`config.mk`:
```
export PLATFORM = sky130hd
export DESIGN_NAME = core_sequencer_flat
export DESIGN_NICKNAME = d
export VERILOG_FILES = /design/src/rtl/core_sequencer_pkg.sv /design/src/rtl/core_sequencer_if.sv /design/src/rtl/core_sequencer_next_pc.sv /design/src/rtl/core_sequencer.sv /design/src/flat_wrapper.sv
export SDC_FILE = /design/constraint.sdc
export NUM_CORES = 1
export LEC_CHECK = 0
export CAP_MARGIN = 20
export CORE_ASPECT_RATIO = 0.8
export CORE_UTILIZATION = 45
export CTS_CLUSTER_DIAMETER = 200
export DETAILED_ROUTE_END_ITERATION = 16
export PLACE_DENSITY = 0.75
export SETUP_SLACK_MARGIN = 0.1
export SYNTH_ARGS = -nofsm -noshare
export SYNTH_HDL_FRONTEND = slang
export SYNTH_HIERARCHICAL = 1
export SYNTH_SLANG_ARGS = --single-unit
```
`constraint.sdc`:
```
create_clock -name clk -period 5.36 [get_ports clk]
set_input_delay 0.536 -clock clk [delete_from_list [all_inputs] [get_ports clk]]
set_output_delay 0.536 -clock clk [all_outputs]
set_load 0.005 [all_outputs]
```
`src/rtl/core_sequencer_pkg.sv`:
```
// Shared definitions for the RV32I core: XLEN, sequencer state encoding and base opcodes.
package core_pkg;

  localparam int XLEN = 32;

  localparam logic [2:0] S_IDLE      = 3'd0;
  localparam logic [2:0] S_FETCH     = 3'd1;
  localparam logic [2:0] S_DECODE    = 3'd2;
  localparam logic [2:0] S_EXECUTE   = 3'd3;
  localparam logic [2:0] S_MEM       = 3'd4;
  localparam logic [2:0] S_WRITEBACK = 3'd5;
  localparam logic [2:0] S_TRAP      = 3'd6;

  localparam logic [6:0] OP_LUI    = 7'b0110111;
  localparam logic [6:0] OP_AUIPC  = 7'b0010111;
  localparam logic [6:0] OP_JAL    = 7'b1101111;
  localparam logic [6:0] OP_JALR   = 7'b1100111;
  localparam logic [6:0] OP_BRANCH = 7'b1100011;
  localparam logic [6:0] OP_LOAD   = 7'b0000011;
  localparam logic [6:0] OP_STORE  = 7'b0100011;
  localparam logic [6:0] OP_IMM    = 7'b0010011;
  localparam logic [6:0] OP_REG    = 7'b0110011;
  localparam logic [6:0] OP_FENCE  = 7'b0001111;
  localparam logic [6:0] OP_SYSTEM = 7'b1110011;

endpackage

```
`src/rtl/core_sequencer_if.sv`:
```
// Instruction- and data-memory request/acknowledge handshakes of the core sequencer.
interface core_sequencer_if;
  import core_pkg::*;

  logic            imem_req;
  logic [XLEN-1:0] imem_addr;
  logic            imem_ack;
  logic [XLEN-1:0] imem_rdata;
  logic            dmem_req;
  logic            dmem_we;
  logic            dmem_ack;

  modport master (
    output imem_req, imem_addr, dmem_req, dmem_we,
    input  imem_ack, imem_rdata, dmem_ack
  );

  modport slave (
    input  imem_req, imem_addr, dmem_req, dmem_we,
    output imem_ack, imem_rdata, dmem_ack
  );

endinterface

```
`src/rtl/core_sequencer_next_pc.sv`:
```
// next_pc_unit: combinational next-PC select (PC+4, PC+imm, or JALR target) with misalignment flag.
module next_pc_unit
  import core_pkg::*;
(
  input  logic [XLEN-1:0] pc,
  input  logic [XLEN-1:0] imm,
  input  logic [XLEN-1:0] alu_result,
  input  logic            taken_br,
  input  logic            is_jal,
  input  logic            is_jalr,
  output logic [XLEN-1:0] pc_next,
  output logic            misaligned
);

  logic redirect;
  logic unused_alu_lsb;

  // JALR clears bit 0 of the target, so the ALU's LSB never reaches the PC.
  assign unused_alu_lsb = alu_result[0];

  always_comb begin
    pc_next  = pc + 32'd4;
    redirect = 1'b0;
    if (is_jal || taken_br) begin
      pc_next  = pc + imm;
      redirect = 1'b1;
    end else if (is_jalr) begin
      pc_next  = {alu_result[XLEN-1:1], 1'b0};
      redirect = 1'b1;
    end
  end

  assign misaligned = redirect && (pc_next[1:0] != 2'b00);

endmodule

```
`src/rtl/core_sequencer.sv`:
```
// Multi-cycle RV32I control FSM owning the PC; CORE_SEQ_TRAP_EN enables the TRAP state
// for illegal instructions and misaligned jump/branch targets.
module core_sequencer
  import core_pkg::*;
#(
  parameter logic [31:0] RESET_PC = 32'h0
) (
  input  logic                clk,
  input  logic                reset,
  input  logic                run,
  core_sequencer_if.master    mem,
  output logic [XLEN-1:0]     instr,
  input  logic                is_load,
  input  logic                is_store,
  input  logic                is_jal,
  input  logic                is_jalr,
  input  logic                illegal,
  input  logic                taken_br,
  input  logic [XLEN-1:0]     imm,
  input  logic [XLEN-1:0]     alu_result,
  input  logic                rd_valid,
  input  logic [4:0]          rd,
  output logic                rf_we,
  output logic [XLEN-1:0]     pc,
  output logic                retire,
  output logic [XLEN-1:0]     retire_cnt,
  output logic [2:0]          state,
  output logic                trap
);

  logic [2:0]      state_d;
  logic [XLEN-1:0] npu_next;
  logic [XLEN-1:0] pc_next_d;
  logic [XLEN-1:0] pc_next_q;
  logic            misaligned;
  logic            mem_op;

  next_pc_unit u_next_pc (
    .pc         (pc),
    .imm        (imm),
    .alu_result (alu_result),
    .taken_br   (taken_br),
    .is_jal     (is_jal),
    .is_jalr    (is_jalr),
    .pc_next    (npu_next),
    .misaligned (misaligned)
  );

  // An illegal instruction that does not trap degrades to a NOP: fall through, no memory access.
  assign pc_next_d = illegal ? (pc + 32'd4) : npu_next;
  assign mem_op    = (is_load || is_store) && !illegal;

`ifdef CORE_SEQ_TRAP_EN
  logic take_trap;
  assign take_trap = illegal || misaligned;
`else
  logic unused_misaligned;
  assign unused_misaligned = misaligned;
`endif

  always_ff @(posedge clk or negedge reset) begin
    if (!reset) state <= S_IDLE;
    else        state <= state_d;
  end

  always_comb begin
    state_d = state;
    case (state)
      S_IDLE:      if (run) state_d = S_FETCH;
      S_FETCH:     if (mem.imem_ack) state_d = S_DECODE;
      S_DECODE:    state_d = S_EXECUTE;
      S_EXECUTE: begin
`ifdef CORE_SEQ_TRAP_EN
        if (take_trap)   state_d = S_TRAP;
        else if (mem_op) state_d = S_MEM;
        else             state_d = S_WRITEBACK;
`else
        if (mem_op) state_d = S_MEM;
        else        state_d = S_WRITEBACK;
`endif
      end
      S_MEM:       if (mem.dmem_ack) state_d = S_WRITEBACK;
      S_WRITEBACK: state_d = run ? S_FETCH : S_IDLE;
`ifdef CORE_SEQ_TRAP_EN
      S_TRAP:      state_d = S_TRAP;
`endif
      default:     state_d = S_IDLE;
    endcase
  end

  always_comb begin
    mem.imem_req  = (state == S_FETCH);
    mem.imem_addr = pc;
    mem.dmem_req  = (state == S_MEM);
    mem.dmem_we   = (state == S_MEM) && is_store;
    retire        = (state == S_WRITEBACK);
    rf_we         = (state == S_WRITEBACK) && rd_valid && (rd != 5'd0) && !is_store && !illegal;
`ifdef CORE_SEQ_TRAP_EN
    trap          = (state == S_TRAP);
`else
    trap          = 1'b0;
`endif
  end

  always_ff @(posedge clk or negedge reset) begin
    if (!reset) begin
      pc         <= RESET_PC;
      instr      <= '0;
      retire_cnt <= '0;
    end else begin
      if (state == S_FETCH && mem.imem_ack) instr <= mem.imem_rdata;
      if (state == S_WRITEBACK) begin
        pc         <= pc_next_q;
        retire_cnt <= retire_cnt + 32'd1;
      end
    end
  end

  // The target is only consumed in WRITEBACK, after EXECUTE has always written it.
  always_ff @(posedge clk) begin
    if (state == S_EXECUTE) pc_next_q <= pc_next_d;
  end

endmodule

```
`src/flat_wrapper.sv`:
```
// flat-port wrapper written by rule: the top's interface ports become plain ports
module core_sequencer_flat import core_pkg::*;
#(
  parameter logic [31:0] RESET_PC = 32'h0
)
  (clk, reset, run, instr, is_load, is_store, is_jal, is_jalr, illegal, taken_br, imm, alu_result, rd_valid, rd, rf_we, pc, retire, retire_cnt, state, trap, mem_imem_req, mem_imem_addr, mem_dmem_req, mem_dmem_we, mem_imem_ack, mem_imem_rdata, mem_dmem_ack);
  core_sequencer_if mem_i ();
  input  logic clk;
  input  logic reset;
  input  logic run;
  output logic [XLEN-1:0] instr;
  input  logic is_load;
  input  logic is_store;
  input  logic is_jal;
  input  logic is_jalr;
  input  logic illegal;
  input  logic taken_br;
  input  logic [XLEN-1:0] imm;
  input  logic [XLEN-1:0] alu_result;
  input  logic rd_valid;
  input  logic [4:0] rd;
  output logic rf_we;
  output logic [XLEN-1:0] pc;
  output logic retire;
  output logic [XLEN-1:0] retire_cnt;
  output logic [2:0] state;
  output logic trap;
  output wire logic [$bits(mem_i.imem_req)-1:0] mem_imem_req;
  output wire logic [$bits(mem_i.imem_addr)-1:0] mem_imem_addr;
  output wire logic [$bits(mem_i.dmem_req)-1:0] mem_dmem_req;
  output wire logic [$bits(mem_i.dmem_we)-1:0] mem_dmem_we;
  input wire logic [$bits(mem_i.imem_ack)-1:0] mem_imem_ack;
  input wire logic [$bits(mem_i.imem_rdata)-1:0] mem_imem_rdata;
  input wire logic [$bits(mem_i.dmem_ack)-1:0] mem_dmem_ack;
  assign mem_imem_req = mem_i.imem_req;
  assign mem_imem_addr = mem_i.imem_addr;
  assign mem_dmem_req = mem_i.dmem_req;
  assign mem_dmem_we = mem_i.dmem_we;
  assign mem_i.imem_ack = mem_imem_ack;
  assign mem_i.imem_rdata = mem_imem_rdata;
  assign mem_i.dmem_ack = mem_dmem_ack;
  core_sequencer #(.RESET_PC(RESET_PC)) u_core (.clk(clk), .reset(reset), .run(run), .mem(mem_i), .instr(instr), .is_load(is_load), .is_store(is_store), .is_jal(is_jal), .is_jalr(is_jalr), .illegal(illegal), .taken_br(taken_br), .imm(imm), .alu_result(alu_result), .rd_valid(rd_valid), .rd(rd), .rf_we(rf_we), .pc(pc), .retire(retire), .retire_cnt(retire_cnt), .state(state), .trap(trap));
endmodule
```
; ---- Word level (Yosys, flattened, before mapping)
; Cells that the tools add are included.
[classes]
add_sub_neg = 3
eq_ne = 8
mux = 9
n_reduce_logical = 14
[op_table]
columns = op, count
row1 = two-way mux 32 bit, 3
row2 = adder 32 x 1 -> 32 bit (second input constant), 1
row3 = adder 32 x 3 -> 32 bit (second input constant), 1
row4 = adder 32 bit, 1
row5 = case mux 3 bit (6 select lines), 1
row6 = two-way mux 3 bit, 3
row7 = logical AND 1 bit, 7
row8 = equality test 3 x 2 -> 1 bit (second input constant), 2
row9 = equality test 3 bit (second input constant), 2
row10 = nonzero test 5 bit, 1
row11 = inequality test 2 x 1 -> 1 bit (second input constant), 2
row12 = equality test 3 x 1 -> 1 bit (second input constant), 1
row13 = logical NOT 3 bit, 1
row14 = AND reduction 3 bit, 1
row15 = logical NOT 1 bit, 2
row16 = logical OR 1 bit, 2
row17 = two-way mux 1 bit, 2
row18 = inequality test 2 bit (second input constant), 1
[word_totals]
regBits = 131
output_inout_bits = 137

; ---- Logic depth before layout (Yosys ltp)
; Gate-level depths: netlist (run 1).
[logic_depth]
ltp_word = 5
depth_mapped = 13
depth_no_buf = 13

; ---- By module
; Netlist (run 1), hierarchy kept.
[by_module_without_submodules]
columns = module, n_inst, cells_each, area_each_um2, seq_area_each_um2
row1 = core_sequencer, 1, 585, 6168.4, 3438.3
row2 = next_pc_unit, 1, 470, 3051.7, 0.0

; ---- Worst setup path before layout (run 1)
; Ideal clock, no wire load.
[synth_path]
kind = input-to-reg
start = in imm[0]
end = reg u_core.pc_next_q[28], data pin
setup_ns = 0.152
arrival_ns = 2.725
t_required_ns = 5.208
slack_ns = 2.483
cell_stages = 13
path_cell_list = ha_1 inv_1 fa_1 nand2b_1 a21o_1 a211o_2 and3_1 o41ai_1 a21oi_1 xor2_1 o21ai_0 nor2_1 a31oi_1
[synth_between]
elab_chain_cells = 3
[synth_lines]
columns = element, line
row1 = from (decl), flat_wrapper.sv:18  ; input logic [XLEN-1:0] imm;
row2 = adder 32 bit, core_sequencer_next_pc.sv:25  ; pc_next = pc + imm;
row3 = two-way mux 32 bit, core_sequencer_next_pc.sv:24  ; if (is_jal || taken_br) begin
row4 = named net u_core.npu_next[28], core_sequencer.sv:32  ; logic [XLEN-1:0] npu_next;
row5 = two-way mux 32 bit, core_sequencer.sv:50  ; assign pc_next_d = illegal ? (pc + 32'd4) : npu_next;
row6 = named net u_core.pc_next_d[28], core_sequencer.sv:33  ; logic [XLEN-1:0] pc_next_d;
row7 = to (signal assigned), core_sequencer.sv:121  ; if (state == S_EXECUTE) pc_next_q <= pc_next_d;
row8 = to (decl), core_sequencer.sv:34  ; logic [XLEN-1:0] pc_next_q;
; The timed path passes the listed nets, and every way through them passes these cells.
; A chain may end at the register's enable or synchronous reset.

; ---- Worst setup path in the final report (run 1)
[layout_path]
start = reg u_core.pc[5], in the netlist u_core/mem.imem_addr[5]
end = reg u_core.pc_next_q[30], data pin
[layout_between]
elab_chain_cells = 4
word_cells_on_any_way = 5
cone_classes = add/sub (2) / mux (3)
[layout_lines]
columns = element, line
row1 = from (decl), core_sequencer.sv:24  ; output logic [XLEN-1:0] pc,
row2 = from (signal assigned), core_sequencer.sv:113  ; pc <= pc_next_q;
row3 = adder 32 x 3 -> 32 bit, core_sequencer_next_pc.sv:22  ; pc_next = pc + 32'd4;
row4 = two-way mux 32 bit, core_sequencer_next_pc.sv:27  ; end else if (is_jalr) begin
row5 = two-way mux 32 bit *, core_sequencer_next_pc.sv:24
row6 = named net u_core.npu_next[30], core_sequencer.sv:32
row7 = two-way mux 32 bit *, core_sequencer.sv:50
row8 = named net u_core.pc_next_d[30], core_sequencer.sv:33
; Mark *: on every way through the listed nets, which the timed path passes. The rest lies on a longest branch.

==> results.cfg, run 1 <==
[run_status]
status = completed

[global_routing]
grt_start_max_net_pins = 63
grt_overflow_total = 0
grt_pass1_vias = 7746
grt.total_usage = 0.242
antenna_found_initial = 0
grt_pass1_wl_mm = 40.3

[sta]
max_slew_margin = 0.339
fin_setup_tns_ps = 0
hold-worst-slack_ps = 213
worst_pin_slew_ps = 991
rsz0062_at_grt = no
skew_ps = 13.6
hold_violations = 0
max_freq_mhz = 287
finalCriticalPeriod_ps = 3480
setup_viol = 0
final.period_utilization = 0.650
maxSlewViolCount = 0

[synth]
postSynthCellCount = 1053
synth_fp_nets = 1201
avgSynthCellArea_sq_um = 8.75
synth_warnings = 6
synth_area_sq_um = 9210

[cts]
cts_tree = yes
insertion_delay_ps = 400
htree_levels = 4
cts-buffers-inserted = 17
clkTransAtPathRegs_ps = 60
cts_resized = 0
cts_hold_buf = 0
ctsRootBufferMaster = clkbuf_16
post_cts_buffers = 0
clk_path_buf_depth = 2
clock-sinks = 131

[route]
dr_total_vias = 8550
wl_per_cell_um = 17.4
detail-route-antenna-nets = 0
drcViolationCount = 0
wirelength_mm = 26.4
vias_per_cell = 5.65
drtIter0Drc = 695
dr.pass1.iters = 5

[die]
fp.dieArea_sq_um = 21000
core-area_sq_um = 19900
rows = 46
die_x_um = 162
die_h_um = 130
io_pins = 250
start_util = 0.462

[worst_setup_path]
path_cells = ha_1 -> a21o_1 -> a211oi_2 -> a21o_1 -> a21oi_2 -> o31ai_4 -> o21ai_2 -> or4_1 -> nand4_1 -> nor2_1 -> a31oi_1
required_ps = 5590
startpoint = u_core/mem.imem_addr[5]
cp_num_buf_inv = 0
endpoint_kind = flop
r2r-start = u_core/mem.imem_addr[5]
critical_path_class = reg -> reg
cpLargestDelayFamily = compound AO/OA/AOI/OAI gates
cp-start-kind = flop
crit_slowest_cell = dfrtp_1
cp_max_fo = 14
r2r_slack_ps = 1880
worst-endpoint-arrival_ps = 3720
path_common_cell = a21o_1
cpPeakStageDelay_ps = 710

[power]
ir_drop_v = 0.000259
leakage_nw = 4.93
power_frac_comb = 0.491
swShare = 0.389
p_per_area_nw_per_um2 = 498
power_frac_clock = 0.194
p_seq_frac = 0.315
power.switching_w = 0.00236
p_int_w = 0.00372

[finish]
antenna_cells = 0
syn_to_final_growth_pct = 32.6
post-route-util = 0.613
fin_cells = 1514
nets = 1386
drive_gt1_frac = 0.0760

[hold_path]
min_path_type = in -> async

[place]
port_buffers = 247
finalWeightedCongestion = 0.954
place_inst = 1482
hpwlAfterDp_mm = 18.6

[run]
cap_violations = 0
stage by stage:
stage	cell area [sq um]	power (W)	worst slack [ps]
6_report	12200	0.00608	1880
5_1_grt	12200	0.00647	1710
4_1_cts	12200	0.00608	1960
3_5_place_dp	11600	0.00487	1580
3_3_place_gp	11600	0.00480	1620
2_1_floorplan	9210	0.00363	2480
placed cells by master (no fill, tap or decap), types with 7 or more instances in the layout:
cell / count
dfrtp_1: 99
nand2_1: 166
nor2_1: 68
a21oi_1: 75
a21o_1: 24
clkdlybuf4s50_1: 244
and4_1: 9
mux2_2: 37
nand3_1: 46
xnor2_1: 59
ha_1: 34
and2_1: 8
nor3_1: 15
and3_1: 20
buf_4: 8
mux2i_1: 7
o21ai_0: 35
a211oi_1: 17
xor2_1: 40
o31ai_1: 14
a31oi_1: 15
edfxtp_1: 32
inv_1: 16
or4_1: 14
o21bai_1: 9
clkbuf_16: 21
nand4_1: 37
area by class of cell:
cell class / count / area, sq um
fillers: 1738 / 7700
repair buffers: 255 / 2530
inverters: 16 / 60.1
clock buffers: 22 / 529
flip-flops and latches: 131 / 3440
clock inverters: 9 / 86.3
well taps: 264 / 330
multi-input cells: 817 / 5240
worst paths after layout:
kind,endpoint,cells after the start
max in group asynchronous,u_core/mem.imem_addr[22],2
max,u_core/pc_next_q[30],11
max reg2reg,u_core/pc_next_q[30],11
min reg2reg,u_core/mem.imem_addr[10],2
min in group clk,u_core/mem.imem_addr[10],2
min,u_core/mem.imem_addr[28],1
power by group through the flow:
stage / registers (W) / logic [W] / clock network, W
after CTS: 0.00191 / 0.00297 / 0.00120
after detailed placement: 0.00193 / 0.00294 / 0
final: 0.00191 / 0.00298 / 0.00118
after global routing: 0.00197 / 0.00325 / 0.00124
after floorplan: 0.00176 / 0.00186 / 0
after global placement: 0.00191 / 0.00289 / 0
routing by layer:
layer | up-vias | global-route usage | part of all wire
li1 | 4134 | - | -
met1 | 4066 | 0.344 | 0.46
met2 | 328 | 0.388 | 0.46
met3 | 22 | 0.0359 | 0.069
met4 | 0 | 0.0572 | 0.0094
met5 | - | 0 | 0
sequential cells by signal, summed over array words and instances (netlist names):
name                  cells
u_core/state              3
u_core/instr             32
u_core/retire_cnt        32
u_core/mem.imem_addr     32
u_core/pc_next_q         32
No activity file was read; power rests on OpenSTA's default activity.
==> run 2, diff against run 1 <==
- PLACE_DENSITY: 0.75 -> 0.78
- clock period: 5.36 -> 3.07 ns (I/O delays scaled with it)
==> run 2 against run 1 <==
  * The run now ends with hold timing left
  * Global-route usage up 2.7 points
  * Cell count increased by 6.3%
  * Via count up 4.6%
  * Total power up 91%
  * Die area is the same
  * Largest cell class unchanged
==> results.cfg, run 2 (synthesis results as in run 1) <==
[cts]
cts-buffers-inserted = 17
cts_tree = yes
ctsRootBufferMaster = clkbuf_16
clock-sinks = 131
cts_hold_buf = 0
clk_path_buf_depth = 2
htree_levels = 4
insertion_delay_ps = 400
clkTransAtPathRegs_ps = 60

[sta]
max_freq_mhz = 344
fin_setup_tns_ps = 0
maxSlewViolCount = 0
setup_viol = 0
worst_pin_slew_ps = 826
finalWorstSetupSlack_ps = 165
hold_violations = 26
rsz0062_at_grt = no
skew_ps = 11.9
finalCriticalPeriod_ps = 2900
hold-worst-slack_ps = -19.8
max_slew_margin = 0.445
final.period_utilization = 0.946

[power]
leakage_nw = 5.44
p_per_area_nw_per_um2 = 893
ir_drop_v = 0.000477

[run_status]
status = finished with violations
failed_checks = hold timing

[global_routing]
grt_pass1_vias = 8400
grt_overflow_total = 0
grt_start_max_net_pins = 62
antenna_found_initial = 0
grt.total_usage = 0.269
grt_pass1_wl_mm = 44.3

[finish]
fillCellCount = 1758
mostFrequentLayoutCells = 244 x clkdlybuf4s50_1, 165 x nand2_1, 102 x buf_4
seq_area_sq_um = 3440
multi_input_area_sq_um = 5280
post-route-util = 0.653
syn_to_final_growth_pct = 41.2
drive_gt1_frac = 0.148
layout_commonest_cell = clkdlybuf4s50_1
antenna_cells = 0
nets = 1480

[die]
io_pins = 250
die_x_um = 162
rows = 46
core-area_sq_um = 19900
die_h_um = 130
fp.dieArea_sq_um = 21000
start_util = 0.462

[worst_setup_path]
cp-start-kind = flop
r2r-end = u_core/pc_next_q[27]
rr_worst_depth = 12
worst-endpoint-arrival_ps = 3020
cp_max_fo = 5
path_cells = buf_4 -> ha_1 -> a21o_1 -> nand4_1 -> a21oi_1 -> a211oi_2 -> o21ai_1 -> a41o_1 -> o41ai_1 -> nor2_1 -> nor2_1 -> a31oi_1
r2r-start = u_core/mem.imem_addr[1]
path_common_cell = nor2_1
critical_path_class = reg -> reg
endpoint_kind = flop
cpPeakStageDelay_ps = 380
crit_slowest_cell = dfrtp_1
r2r_slack_ps = 170
required_ps = 3180

[route]
wirelength_mm = 28.8
dr_total_vias = 8940
drtIter0Drc = 677
dr.pass1.iters = 5
drcViolationCount = 0
wl_per_cell_um = 17.9
vias_per_cell = 5.56
detail-route-antenna-nets = 0

[place]
port_buffers = 247
finalWeightedCongestion = 0.936
dp_slack_ps = -274
hpwlAfterDp_mm = 21.6

[hold_path]
min_path_type = in -> async

[run]
cap_violations = 0
[run 2: changes by cell type in the layout (fill, tap and decap cells not counted), moves of 2 or more]
cell      change
buf_4        +94
clkbuf_8      +3
clkinv_4      +2
inv_4         -2
o21ai_0       -2
o21ai_1       +2
[run 2: layer usage]
metal  GRT usage  share of wire  up-vias
li1            -              -     4313
met1       0.360           0.43     4254
met2       0.451           0.48      331
met3      0.0429          0.060       42
met4      0.0760          0.022        0
met5           0              0        -
[run 2: final cells by class]
cell class                 count  share of cell area
clock buffer                  23              0.0417
clock inverter                 9             0.00866
inverter                      16             0.00462
multi-input combinational    817               0.406
sequential                   131               0.264
tap                          264              0.0254
timing repair buffer         349               0.249
[run 2: through the flow]
step | hold slack, ps | power [W] | cell area, sq um | cells
3_5_place_dp | 427 | 0.00936 | 12300 | 1576
5_1_grt | 25.1 | 0.0124 | 13000 | 1609
4_1_cts | 4.44 | 0.0116 | 13000 | 1608
2_1_floorplan | 11.4 | 0.00633 | 9210 | 1053
3_3_place_gp | 417 | 0.00923 | 12300 | 1576
6_report | -19.8 | 0.0116 | 13000 | 1609
[run 2: worst max path at each step]
stage / endpoint / startpoint / cells after the start
finish: u_core/pc_next_q[27] / u_core/mem.imem_addr[1] / 12
CTS: u_core/pc_next_q[30] / u_core/mem.imem_addr[5] / 11
global route: u_core/pc_next_q[27] / u_core/mem.imem_addr[3] / 11
global placement: u_core/pc_next_q[28] / imm[0] / 14
floorplan: u_core/pc_next_q[26] / u_core/mem.imem_addr[5] / 11
detailed placement: u_core/pc_next_q[28] / imm[0] / 14
[run 2: critical path, delay by kind of cell, from the launching register on]
kind	cells	cell delay, ps
AO/OA/AOI/OAI	7	1460
flip-flops	1	380
AND/OR/NAND/NOR	3	310
buffers and inverters	1	160
adder cells (fa/ha/maj)	1	270
[run 2: power breakdown]
| group | switching [W] | total [W] | internal (W) | leakage, nW |
|---|---|---|---|---|
| clock network | 0.000757 | 0.00217 | 0.00141 | 0.321 |
| registers | 0.000434 | 0.00286 | 0.00243 | 1.55 |
| logic | 0.00322 | 0.00659 | 0.00337 | 3.56 |
| total | 0.00441 | 0.0116 | 0.00720 | 5.44 |
[run 2: repair_timing]
action                     CTS  global route
setup endpoints to repair    1            15
setup buffers                0             1
gates resized for setup      1            11
pin swaps                    0            12
